--- src/rtl/psychic5_ioctl_loader.sv ---
// psychic5_ioctl_loader: pairs ioctl ROM bytes into 16-bit words, buffers them and writes them to SDRAM
module psychic5_ioctl_loader #(
  parameter logic [15:0] ROM_INDEX  = 16'h0000,
  parameter logic [23:0] BASE_WADDR = 24'h000000,
  parameter int          FIFO_DEPTH = 4
) (
  input  logic        i_EMU_MCLK,
  input  logic        i_EMU_INITRST,
  input  logic [15:0] i_IOCTL_INDEX,
  input  logic        i_IOCTL_DOWNLOAD,
  input  logic [26:0] i_IOCTL_ADDR,
  input  logic [7:0]  i_IOCTL_DATA,
  input  logic        i_IOCTL_WR,
  output logic        o_IOCTL_WAIT,
  output logic        o_SDRAM_WR_REQ,
  output logic [23:0] o_SDRAM_WR_ADDR,
  output logic [15:0] o_SDRAM_WR_DATA,
  output logic [1:0]  o_SDRAM_WR_BE,
  input  logic        i_SDRAM_WR_ACK,
  output logic        o_CORE_RST,
  output logic        o_DONE,
  output logic        o_OVERFLOW
);
  localparam int AW = $clog2(FIFO_DEPTH);
  localparam logic [AW:0] FULL = (AW+1)'(FIFO_DEPTH);
  localparam logic [AW:0] HIGH = (AW+1)'(FIFO_DEPTH - 1);
  typedef enum logic [1:0] {IDLE, LOAD, FLUSH, DONE} state_t;
  state_t state_q, state_d;
  logic [41:0] mem_q [FIFO_DEPTH];
  logic [AW-1:0] wp_q, wp_d, rp_q, rp_d;
  logic [AW:0] cnt_q, cnt_d;
  logic pend_v_q, pend_v_d, dbl_v_q, dbl_v_d;
  logic [7:0] pend_b_q, pend_b_d;
  logic [23:0] pend_w_q, pend_w_d, w;
  logic [41:0] dbl_e_q, dbl_e_d, push_e, pend_e, odd_e, out_q, out_d;
  logic acc, push, pop, req_q, req_d, wait_q, wait_d, crst_q, crst_d, ovf_q, ovf_d;
  // Byte pairing: decide what (if anything) enters the FIFO this cycle; a queued second push wins over new bytes
  always_comb begin
    w = BASE_WADDR + i_IOCTL_ADDR[24:1];
    acc = state_q == LOAD && i_IOCTL_WR && i_IOCTL_ADDR[26:25] == 2'b00 && !dbl_v_q;
    pend_e = {pend_w_q, 8'h00, pend_b_q, 2'b01};
    odd_e = {w, i_IOCTL_DATA, 8'h00, 2'b10};
    push = 1'b0;
    push_e = pend_e;
    pend_v_d = pend_v_q;
    pend_b_d = pend_b_q;
    pend_w_d = pend_w_q;
    dbl_v_d = 1'b0;
    dbl_e_d = dbl_e_q;
    if (dbl_v_q) begin
      push = 1'b1;
      push_e = dbl_e_q;
    end else if (acc && !i_IOCTL_ADDR[0]) begin
      push = pend_v_q;
      pend_v_d = 1'b1;
      pend_b_d = i_IOCTL_DATA;
      pend_w_d = w;
    end else if (acc && pend_v_q && pend_w_q == w) begin
      push = 1'b1;
      push_e = {w, i_IOCTL_DATA, pend_b_q, 2'b11};
      pend_v_d = 1'b0;
    end else if (acc) begin
      push = 1'b1;
      push_e = pend_v_q ? pend_e : odd_e;
      dbl_v_d = pend_v_q;
      dbl_e_d = odd_e;
      pend_v_d = 1'b0;
    end else if (state_q == FLUSH && pend_v_q && cnt_q != FULL) begin
      push = 1'b1;
      pend_v_d = 1'b0;
    end
  end
  // FIFO bookkeeping and SDRAM head register; REQ follows the count before this cycle's push
  always_comb begin
    pop = req_q && i_SDRAM_WR_ACK;
    wp_d = wp_q + AW'(push);
    rp_d = rp_q + AW'(pop);
    cnt_d = cnt_q + (AW+1)'(push) - (AW+1)'(pop);
    req_d = cnt_q != (AW+1)'(pop);
    out_d = req_d ? mem_q[rp_d] : out_q;
    wait_d = cnt_d >= HIGH || dbl_v_d;
    ovf_d = ovf_q || (state_q == LOAD && i_IOCTL_WR && i_IOCTL_ADDR[26:25] != 2'b00);
    crst_d = state_q == DONE ? 1'b0 : state_q == LOAD ? 1'b1 : crst_q;
  end
  // Download sequencing: load, drain everything to SDRAM, then pulse done
  always_comb begin
    state_d = state_q;
    unique case (state_q)
      IDLE:  if (i_IOCTL_DOWNLOAD && i_IOCTL_INDEX == ROM_INDEX) state_d = LOAD;
      LOAD:  if (!i_IOCTL_DOWNLOAD) state_d = FLUSH;
      FLUSH: if (cnt_q == '0 && !req_q && !pend_v_q && !dbl_v_q) state_d = DONE;
      DONE:  state_d = IDLE;
    endcase
  end
  // FIFO storage needs no reset; occupancy is tracked by the pointers and count
  always_ff @(posedge i_EMU_MCLK) begin
    if (push) mem_q[wp_q] <= push_e;
  end
  // State registers
  always_ff @(posedge i_EMU_MCLK) begin
    if (i_EMU_INITRST) begin
      state_q <= IDLE;
      wp_q <= '0;
      rp_q <= '0;
      cnt_q <= '0;
      pend_v_q <= 1'b0;
      pend_b_q <= '0;
      pend_w_q <= '0;
      dbl_v_q <= 1'b0;
      dbl_e_q <= '0;
      out_q <= '0;
      req_q <= 1'b0;
      wait_q <= 1'b0;
      crst_q <= 1'b1;
      ovf_q <= 1'b0;
    end else begin
      state_q <= state_d;
      wp_q <= wp_d;
      rp_q <= rp_d;
      cnt_q <= cnt_d;
      pend_v_q <= pend_v_d;
      pend_b_q <= pend_b_d;
      pend_w_q <= pend_w_d;
      dbl_v_q <= dbl_v_d;
      dbl_e_q <= dbl_e_d;
      out_q <= out_d;
      req_q <= req_d;
      wait_q <= wait_d;
      crst_q <= crst_d;
      ovf_q <= ovf_d;
    end
  end
  assign o_IOCTL_WAIT = wait_q;
  assign o_SDRAM_WR_REQ = req_q;
  assign o_SDRAM_WR_ADDR = out_q[41:18];
  assign o_SDRAM_WR_DATA = out_q[17:2];
  assign o_SDRAM_WR_BE = out_q[1:0];
  assign o_CORE_RST = crst_q || state_q != IDLE;
  assign o_DONE = state_q == DONE;
  assign o_OVERFLOW = ovf_q;
endmodule

--- config.mk ---
export PLATFORM = sky130hd
export DESIGN_NAME = psychic5_ioctl_loader
export DESIGN_NICKNAME = d
export VERILOG_FILES = /design/src/rtl/psychic5_ioctl_loader.sv
export SDC_FILE = /design/constraint.sdc
export NUM_CORES = 1
export LEC_CHECK = 0
export ABC_AREA = 1
export CORE_ASPECT_RATIO = 1.1
export CORE_MARGIN = 5
export CORE_UTILIZATION = 40
export CTS_BUF_LIST = sky130_fd_sc_hd__clkbuf_16
export CTS_CLUSTER_SIZE = 24
export DETAILED_ROUTE_END_ITERATION = 10
export PLACE_DENSITY = 0.57
export SETUP_SLACK_MARGIN = 0.02
export SLEW_MARGIN = 20
export SYNTH_ARGS = -nofsm -noshare
export SYNTH_HDL_FRONTEND = slang
export SYNTH_SLANG_ARGS = --single-unit
--- constraint.sdc ---
create_clock -name i_EMU_MCLK -period 5 [get_ports i_EMU_MCLK]
set_clock_uncertainty 0.15 [all_clocks]
set_input_delay 0.75 -clock i_EMU_MCLK [delete_from_list [all_inputs] [get_ports i_EMU_MCLK]]
set_output_delay 0.75 -clock i_EMU_MCLK [all_outputs]
set_load 0.1 [all_outputs]
* Word level (Yosys, flattened, before mapping)
Memories as Yosys holds them, arrays and structs flattened. A register that Yosys moved wholly into a read port is not among the register bits. Cells that the tools add are included.
Cells by class: reductions and logical operators 33, order comparisons 1, bitwise logic cells 3, multipliers 0, multiplexer cells 26, shift operators 0, equal/unequal tests 9, div/mod/pow operators 0, add/sub/neg operators 4
Operators with widths (count):
- $mux W42 | 5
- $eq A24 B24 Y1 | 1
- $mux W1 | 17
- $logic_not A16 Y1 | 1
- $logic_and A1 B1 Y1 | 14
- $pmux W2 S4 | 1
- $mux W2 | 3
- $reduce_bool A2 Y1 | 3
- $add A2 B1 Y2 | 2
- $eq A2 B2 Y1 const B | 2
- $logic_not A1 Y1 | 4
- $logic_not A2 Y1 | 2
- $ne A2 B2 Y1 const B | 2
- $reduce_and A2 Y1 | 2
- $reduce_and A4 Y1 | 1
- $reduce_bool A4 Y1 | 1
- $add A3 B1 Y3 | 1
- $ge A3 B2 Y1 const B | 1
- $logic_not A3 Y1 | 1
- $logic_or A1 B1 Y1 | 3
- $ne A3 B1 Y1 | 1
- $ne A3 B3 Y1 const B | 1
- $not A1 Y1 | 3
- $reduce_and A3 Y1 | 1
- 3 further kinds | 3
Storage, ports and cells: ROM bits 0, flip-flop bits (word level) 80, latch bits 0, RAM bits 168, output and inout port bits 47, memories 1, input port bits 56
Memory list:
- mem_q | words 4, bits a word 42, rd ports 1, clocked after Yosys merged registers in 1, write ports 1, line 29 | logic [41:0] mem_q [FIFO_DEPTH];

* Longest topological paths before layout
Gate-level depths: netlist of run 1.
depth in word-level cells 13, depth in mapped cells 16

* Worst setup path before layout of run 1
No wires, ideal clock.
path kind in2reg, start input i_IOCTL_ADDR[26], end memory mem_q[2][0] (enable), slack 0.191 ns, stages on the path 5, library setup time 0.494 ns, required time 4.356 ns, arrival time 4.165 ns, path through nor2_2 nand3_4 nand3_1 nand2_1 nor3_1
Between the ends: longest elaborated chain between the ends 10
Ends and longest elaborated chain:
- from (decl) | line 11 | input logic [26:0] i_IOCTL_ADDR,
- $logic_not A2 Y1 * | line 40 | acc = state_q == LOAD && i_IOCTL_WR && i_IOCTL_ADDR[26:25] == 2'b00 && !dbl_v_q;
- $logic_and A1 B1 Y1 * (2 in a row) | line 40
- $logic_and A1 B1 Y1 (2 in a row) | line 58 | end else if (acc && pend_v_q && pend_w_q == w) begin
- $mux W1 | line 58
- $mux W1 * | line 53 | end else if (acc && !i_IOCTL_ADDR[0]) begin
- $mux W1 * | line 50 | if (dbl_v_q) begin
- $mux W1 * | line 97 | if (push) mem_q[wp_q] <= push_e;
- $mux W1 (implied by the code) * | line 97
- to (decl) | line 29
Mark *: on every way between the ends. The rest lies on a longest branch, timed or not.

* Final worst setup path of run 1
start register state_q[0], end output o_CORE_RST
Between the ends: longest elaborated chain between the ends 2
Ends and longest elaborated chain:
- from (decl) | line 28 | state_t state_q, state_d;
- from (signal assigned) | line 117 | state_q <= state_d;
- $reduce_bool A2 Y1 | line 138 | assign o_CORE_RST = crst_q || state_q != IDLE;
- $logic_or A1 B1 Y1 | line 138
- to (decl) | line 20 | output logic o_CORE_RST,
No other way between the ends.

==> results.cfg, run 1 <==
[power_and_ir_drop]
total_power_w = 0.008063
sw_frac = 0.4126
max-vdd-ir-drop_v = 0.0003638
cellPowerDensity_nw_per_um2 = 517.3
leakage_nw = 6.117
power.share.clock = 0.260
power.net_switching_w = 0.003327
internal-power_w = 0.004736
power.share.sequential = 0.359
comb_power_share = 0.381

[critical_path]
type_of_the_worst_setup_path = register to output port
data_arrival_time_of_the_worst_path_ps = 2430
cp.required_ps = 4100
worstPathMaxFanout = 4
path_cells = inv_1 > ha_1 > nand2_1 > clkdlybuf4s50_1
critical-path-slowest-cell = clkdlybuf4s50_1
worstSetupEndpointType = output port
setup.worst_path.start_class = register
cpPeakStageDelay_ps = 1120

[final_layout]
seqCellArea_um2 = 7487
total_of_fill_cells_in_the_finished_design = 3216
antenna-diode-count = 0
final_net_count = 1647
multi_input_area_um2 = 5106
area_overhead_of_the_layout_relative_to_synthesis_pct = 17.02
layout-drive-gt1-share = 0.1281

[yosys]
synth_largest_type_area_fraction = 0.3788
synth_edf_count = 168
synth_commonest_cells = 540 x nand2_1, 168 x edfxtp_1, 156 x nor2_1
synth_top_cells_by_area = edfxtp_1 38%, dfxtp_1 18%, nand2_1 15%
ys.warnings.count = 0
synthesis.instances = 1515
synth-seq-area-share = 0.5621
ys_async_sr_fraction = 0
ys_seq_elements = 290
synthesis.area_um2 = 13320
synthDominantAreaCellType = edfxtp_1
synth_cell_type_count = 37
synthFlopType = edfxtp_1
yosys.cell_count.top_type = nand2_1
synth_area_per_cell_um2 = 8.791
syn-num-nets = 1578

[die]
core_region_area_um2 = 33110
floorplan_die_height_um = 201.4
design.portCount = 103
die-width_um = 184.0
initial_utilization = 0.4023
total_number_of_placement_rows = 70
die-area_um2 = 37050

[grt]
first_global_vias = 9403
grt_pass1_wl_um = 50920
antenna_found_initial = 0
grt.overflow.total = 0
global_route.usage.total = 0.1692
grt_start_max_net_pins = 85

[timing]
final.hold.worst_slack_ps = 334.4
min_period_ps = 3327
worstMarginPinSlew_ps = 997.4
report.final.setup_viol = 0
max_slew_margin = 0.3330
achievable-frequency_mhz = 300.6
final.setup.tns_ps = 0
grt_setup_unrepaired = no
drv_slew = 0
timing.final.ws_setup_ps = 1673
min_period_over_period = 0.6654
final_hold_viol_count = 0

[drt]
via_count = 9709
routed_wire_length_per_instance_um = 15.42
drt_first_iter_violations = 456
detail_route.first_pass.iterations = 4
vias_per_cell = 4.759
drt_wl_total_um = 31450
antenna_violating_nets_post_route = 0
drt_drc_violations_left = 0

[run]
timing.max_cap.violations = 0

[min_path]
hold_path_class = register to register

[clocking]
cts_tree = done
cts-root-buf = clkbuf_16
clkLatencyLatePin_ps = 550
cts-htree-levels = 1
ctsResizeCount = 0
cts_made_buffers = 31
max-clock-path-buffers = 3
clk_transition_reported_paths_ps = 60
post-cts-setup-buffers = 0
number_of_hold_buffers_added_after_cts = 0
clkSinkCount = 290

[run_status]
outcome = finished clean

[placement]
hpwl_um = 19530
finalWeightedCongestion = 0.7827
port_buffers = 102
setup_ws_pre_cts_ps = 1401
metrics by stage:
stage | instances | util | cell area (um^2)
detailed placement | 1983 | 0.4426 | 14650
global route | 2040 | 0.4708 | 15590
finish | 2040 | 0.4708 | 15590
global placement | 1983 | 0.4426 | 14650
CTS | 2040 | 0.4708 | 15590
floorplan | 1515 | - | 13320
cell type report:
class,count,area share
flip-flops and latches,290,0.4804
multi-input cells,1052,0.3276
repair buffers,118,0.07562
clock buffers,31,0.04977
well taps,432,0.03468
inverters,91,0.02192
clock inverters,26,0.01003
per-layer routing:
layer,global-route usage,share of wire
met1,0.2252,0.45
met2,0.2976,0.50
met3,0.02061,0.041
met4,0.03328,0.014
met5,0,0
flip-flops by register name (all words and copies together) (netlist names):
signal          flops
state_q             2
dbl_e_q            33
pend_v_q            1
rp_q                2
o_SDRAM_WR_REQ      1
mem_q             168
out_q              42
pend_b_q            8
o_OVERFLOW          1
dbl_v_q             1
o_IOCTL_WAIT        1
crst_q              1
pend_w_q           24
cnt_q               3
wp_q                2
cell families after synthesis:
family                     count (synthesis)  synth area share
AOI/OAI and AO/OA                        198           0.07468
buffers and inverters                    173           0.05740
muxes                                     42           0.03551
and+or+nand+nor                          789            0.2520
adders and majority gates                  7          0.007139
DFF                                      290            0.5621
xor gates and xnor gates                  16           0.01109
power by group through the flow:
stage	logic [W]	clock network, W	registers, W
after floorplan	0.00118	0	0.00410
after global placement	0.00308	0	0.00294
after detailed placement	0.00311	0	0.00295
after CTS	0.00312	0.00215	0.00290
after global routing	0.00333	0.00226	0.00293
final	0.00307	0.00210	0.00290
layout by cell type, fill, tap and decap left out, types with 6 or more instances in the layout:
cell             count
o21ai_0            118
buf_4               13
o21ai_1             34
xor2_1               9
nand3_2             32
clkdlybuf4s50_1    102
dfxtp_1            122
nand3_1              8
clkinv_1             9
nor2_2              31
clkinv_2            11
mux2_2              42
xnor2_1              6
inv_1               70
nand2_1            540
clkbuf_16           31
a21oi_1             44
nor2_1             154
inv_2               22
edfxtp_1           168
worst max-delay path, delay by kind of cell (launching register included):
kind / cells / cell delay, ps
buffers and inverters: 2 / 1200
flip-flops: 1 / 370
adder cells (fa/ha/maj): 1 / 230
AND/OR/NAND/NOR: 1 / 70
worst paths after layout:
kind                      startpoint                 endpoint  slack, ps  cells past startpoint
max          state_q[0]$_SDFFE_PP0P_               o_CORE_RST       1670                      4
min           out_q[10]$_SDFFE_PP0P_   out_q[10]$_SDFFE_PP0P_        330                      2
max reg2reg       dbl_v_q$_SDFF_PP0_  o_IOCTL_WAIT$_SDFF_PP0_       2000                     13
min reg2reg   out_q[10]$_SDFFE_PP0P_   out_q[10]$_SDFFE_PP0P_        330                      2
Note: power is estimated with default switching activity, not from simulation.
==> inputs of run 2 (changes only) <==
==> constraint.sdc (replaced) <==
create_clock -name i_EMU_MCLK -period 2.79 [get_ports i_EMU_MCLK]
set_clock_uncertainty 0.15 [all_clocks]
set_input_delay 0.4185 -clock i_EMU_MCLK [delete_from_list [all_inputs] [get_ports i_EMU_MCLK]]
set_output_delay 0.4185 -clock i_EMU_MCLK [all_outputs]
set_load 0.1 [all_outputs]
==> results.cfg, run 2 (synthesis gave the netlist of run 1 again) <==
[run_status]
outcome = finished clean

[final_layout]
antenna-diode-count = 0
regs_by_ff_count = mem_q (168), out_q (42), dbl_e_q (33)
max_ffs_per_register = 168
final_cell_mix = 539 x nand2_1, 168 x edfxtp_1, 154 x nor2_1
final_common_cell = nand2_1
layout-drive-gt1-share = 0.1779
area_overhead_of_the_layout_relative_to_synthesis_pct = 19.75
total_of_fill_cells_in_the_finished_design = 3204
final_net_count = 1685
regMostFlops = mem_q

[die]
die-area_um2 = 37050
total_number_of_placement_rows = 70
floorplan_die_height_um = 201.4
die-width_um = 184.0
initial_utilization = 0.4023
design.portCount = 103
core_region_area_um2 = 33110

[timing]
report.final.setup_viol = 0
achievable-frequency_mhz = 398.3
min_period_ps = 2511
grt_setup_unrepaired = no
min_period_over_period = 0.8999
timing.final.ws_setup_ps = 279.3
final_hold_viol_count = 0
drv_slew = 0
worstMarginPinSlew_ps = 830.1
final.setup.tns_ps = 0
max_slew_margin = 0.4466

[critical_path]
worstSetupEndpointType = register
worstPathMaxFanout = 4
cp_top_family = adder cells
cpPeakStageDelay_ps = 350
critical-path-slowest-cell = dfxtp_4
path_depth = 16
cp.required_ps = 3120
data_arrival_time_of_the_worst_path_ps = 2840
crit_buf_inv = 3
path_cells = inv_2 > ha_4 > nand2_1 > clkinv_1 > nand3_4 > nor2_4 > nand2_1 > nand2_2 > xor2_1 > ha_2 > inv_1 > fa_2 > xor2_1 > xor2_1 > nor2_1 > a21oi_1
most_common_cell_on_crit_path = xor2_1
setup.worst_path.start_class = register
type_of_the_worst_setup_path = register to register
r2r.worst_path.cells = 16

[drt]
via_count = 9895
vias_per_cell = 4.759
drt_drc_violations_left = 0
drt_first_iter_violations = 523
routed_wire_length_per_instance_um = 15.55
drt_wl_total_um = 32330
antenna_violating_nets_post_route = 0
detail_route.first_pass.iterations = 5

[power_and_ir_drop]
power.net_switching_w = 0.005998
internal-power_w = 0.008493
power.share.sequential = 0.357
power.share.clock = 0.259
max-vdd-ir-drop_v = 0.0005978
sw_frac = 0.4139
comb_power_share = 0.384
cellPowerDensity_nw_per_um2 = 908.6
leakage_nw = 6.420

[clocking]
cts_made_buffers = 31
max-clock-path-buffers = 3
cts_tree = done
clkSinkCount = 290
clk_transition_reported_paths_ps = 60
number_of_hold_buffers_added_after_cts = 0
cts-root-buf = clkbuf_16
cts-htree-levels = 1
clkLatencyLatePin_ps = 560

[min_path]
hold_path_class = register to register
worst_hold_stages = 2

[placement]
port_buffers = 102
setup_ws_pre_cts_ps = -160.0
hpwl_um = 21070
finalWeightedCongestion = 0.7626

[grt]
antenna_found_initial = 0
grt_start_max_net_pins = 65
global_route.usage.total = 0.1733
first_global_vias = 9455
grt.overflow.total = 0
grt_pass1_wl_um = 52000

[run]
timing.max_cap.violations = 0
run 2: per-stage QoR:
stage	cell area [um^2]	cells	utilization	hold slack (ps)	total power, W
2_1_floorplan	13340	1515	-	304.4	0.009452
3_3_place_gp	14990	2020	0.4528	302.1	0.01084
3_5_place_dp	14990	2020	0.4528	307.8	0.01088
4_1_cts	15920	2078	0.4808	317.0	0.01467
5_1_grt	15950	2079	0.4817	329.5	0.01531
6_report	15950	2079	0.4817	317.5	0.01449
run 2: worst paths after layout:
kind	startpoint	end	slack, ps
worst min register to register	out_q[31]$_SDFFE_PP0P_	out_q[31]$_SDFFE_PP0P_	320
worst min-delay path	out_q[31]$_SDFFE_PP0P_	out_q[31]$_SDFFE_PP0P_	320
worst max-delay path	state_q[1]$_SDFFE_PP0P_	o_IOCTL_WAIT$_SDFF_PP0_	280
worst max register to register	state_q[1]$_SDFFE_PP0P_	o_IOCTL_WAIT$_SDFF_PP0_	280
run 2: power by group through the flow:
stage,Sequential [W],Combinational (W),Clock [W]
after floorplan,0.00734,0.00211,0
after global placement,0.00525,0.00559,0
after detailed placement,0.00525,0.00562,0
after CTS,0.00517,0.00564,0.00386
after global routing,0.00522,0.00603,0.00406
final,0.00517,0.00556,0.00376
run 2: layout make-up:
cell class / count / area (um^2) / share of cell area
inverter: 91 / 341.6 / 0.02142
clock inverter: 27 / 151.4 / 0.009492
sequential: 290 / 7492 / 0.4698
multi-input combinational: 1052 / 5139 / 0.3222
clock buffer: 31 / 775.7 / 0.04864
tap: 432 / 540.5 / 0.03389
timing repair buffer: 156 / 1509 / 0.09461
run 2: layer usage:
| layer | vias to the layer above | share of wire | routed length [um] | track usage |
|---|---|---|---|---|
| met4 | 0 | 0.017 | 560 | 0.03988 |
| met2 | 147 | 0.49 | 15900 | 0.2979 |
| met5 | - | 0 | 0 | 0 |
| li1 | 5114 | - | - | - |
| met3 | 35 | 0.032 | 1030 | 0.01898 |
| met1 | 4599 | 0.46 | 14840 | 0.2356 |
run 2: tightest hold or removal path: cells and delay by family, from the launching register on:
family | cells | cell delay, ps
DFF | 1 | 310
and+or+nand+nor | 1 | 60
AOI/OAI and AO/OA | 1 | 50
run 2: repair_timing:
action,in CTS,in global routing
endpoints found under the setup margin,0,2
buffers inserted,0,1
resized for setup,0,9
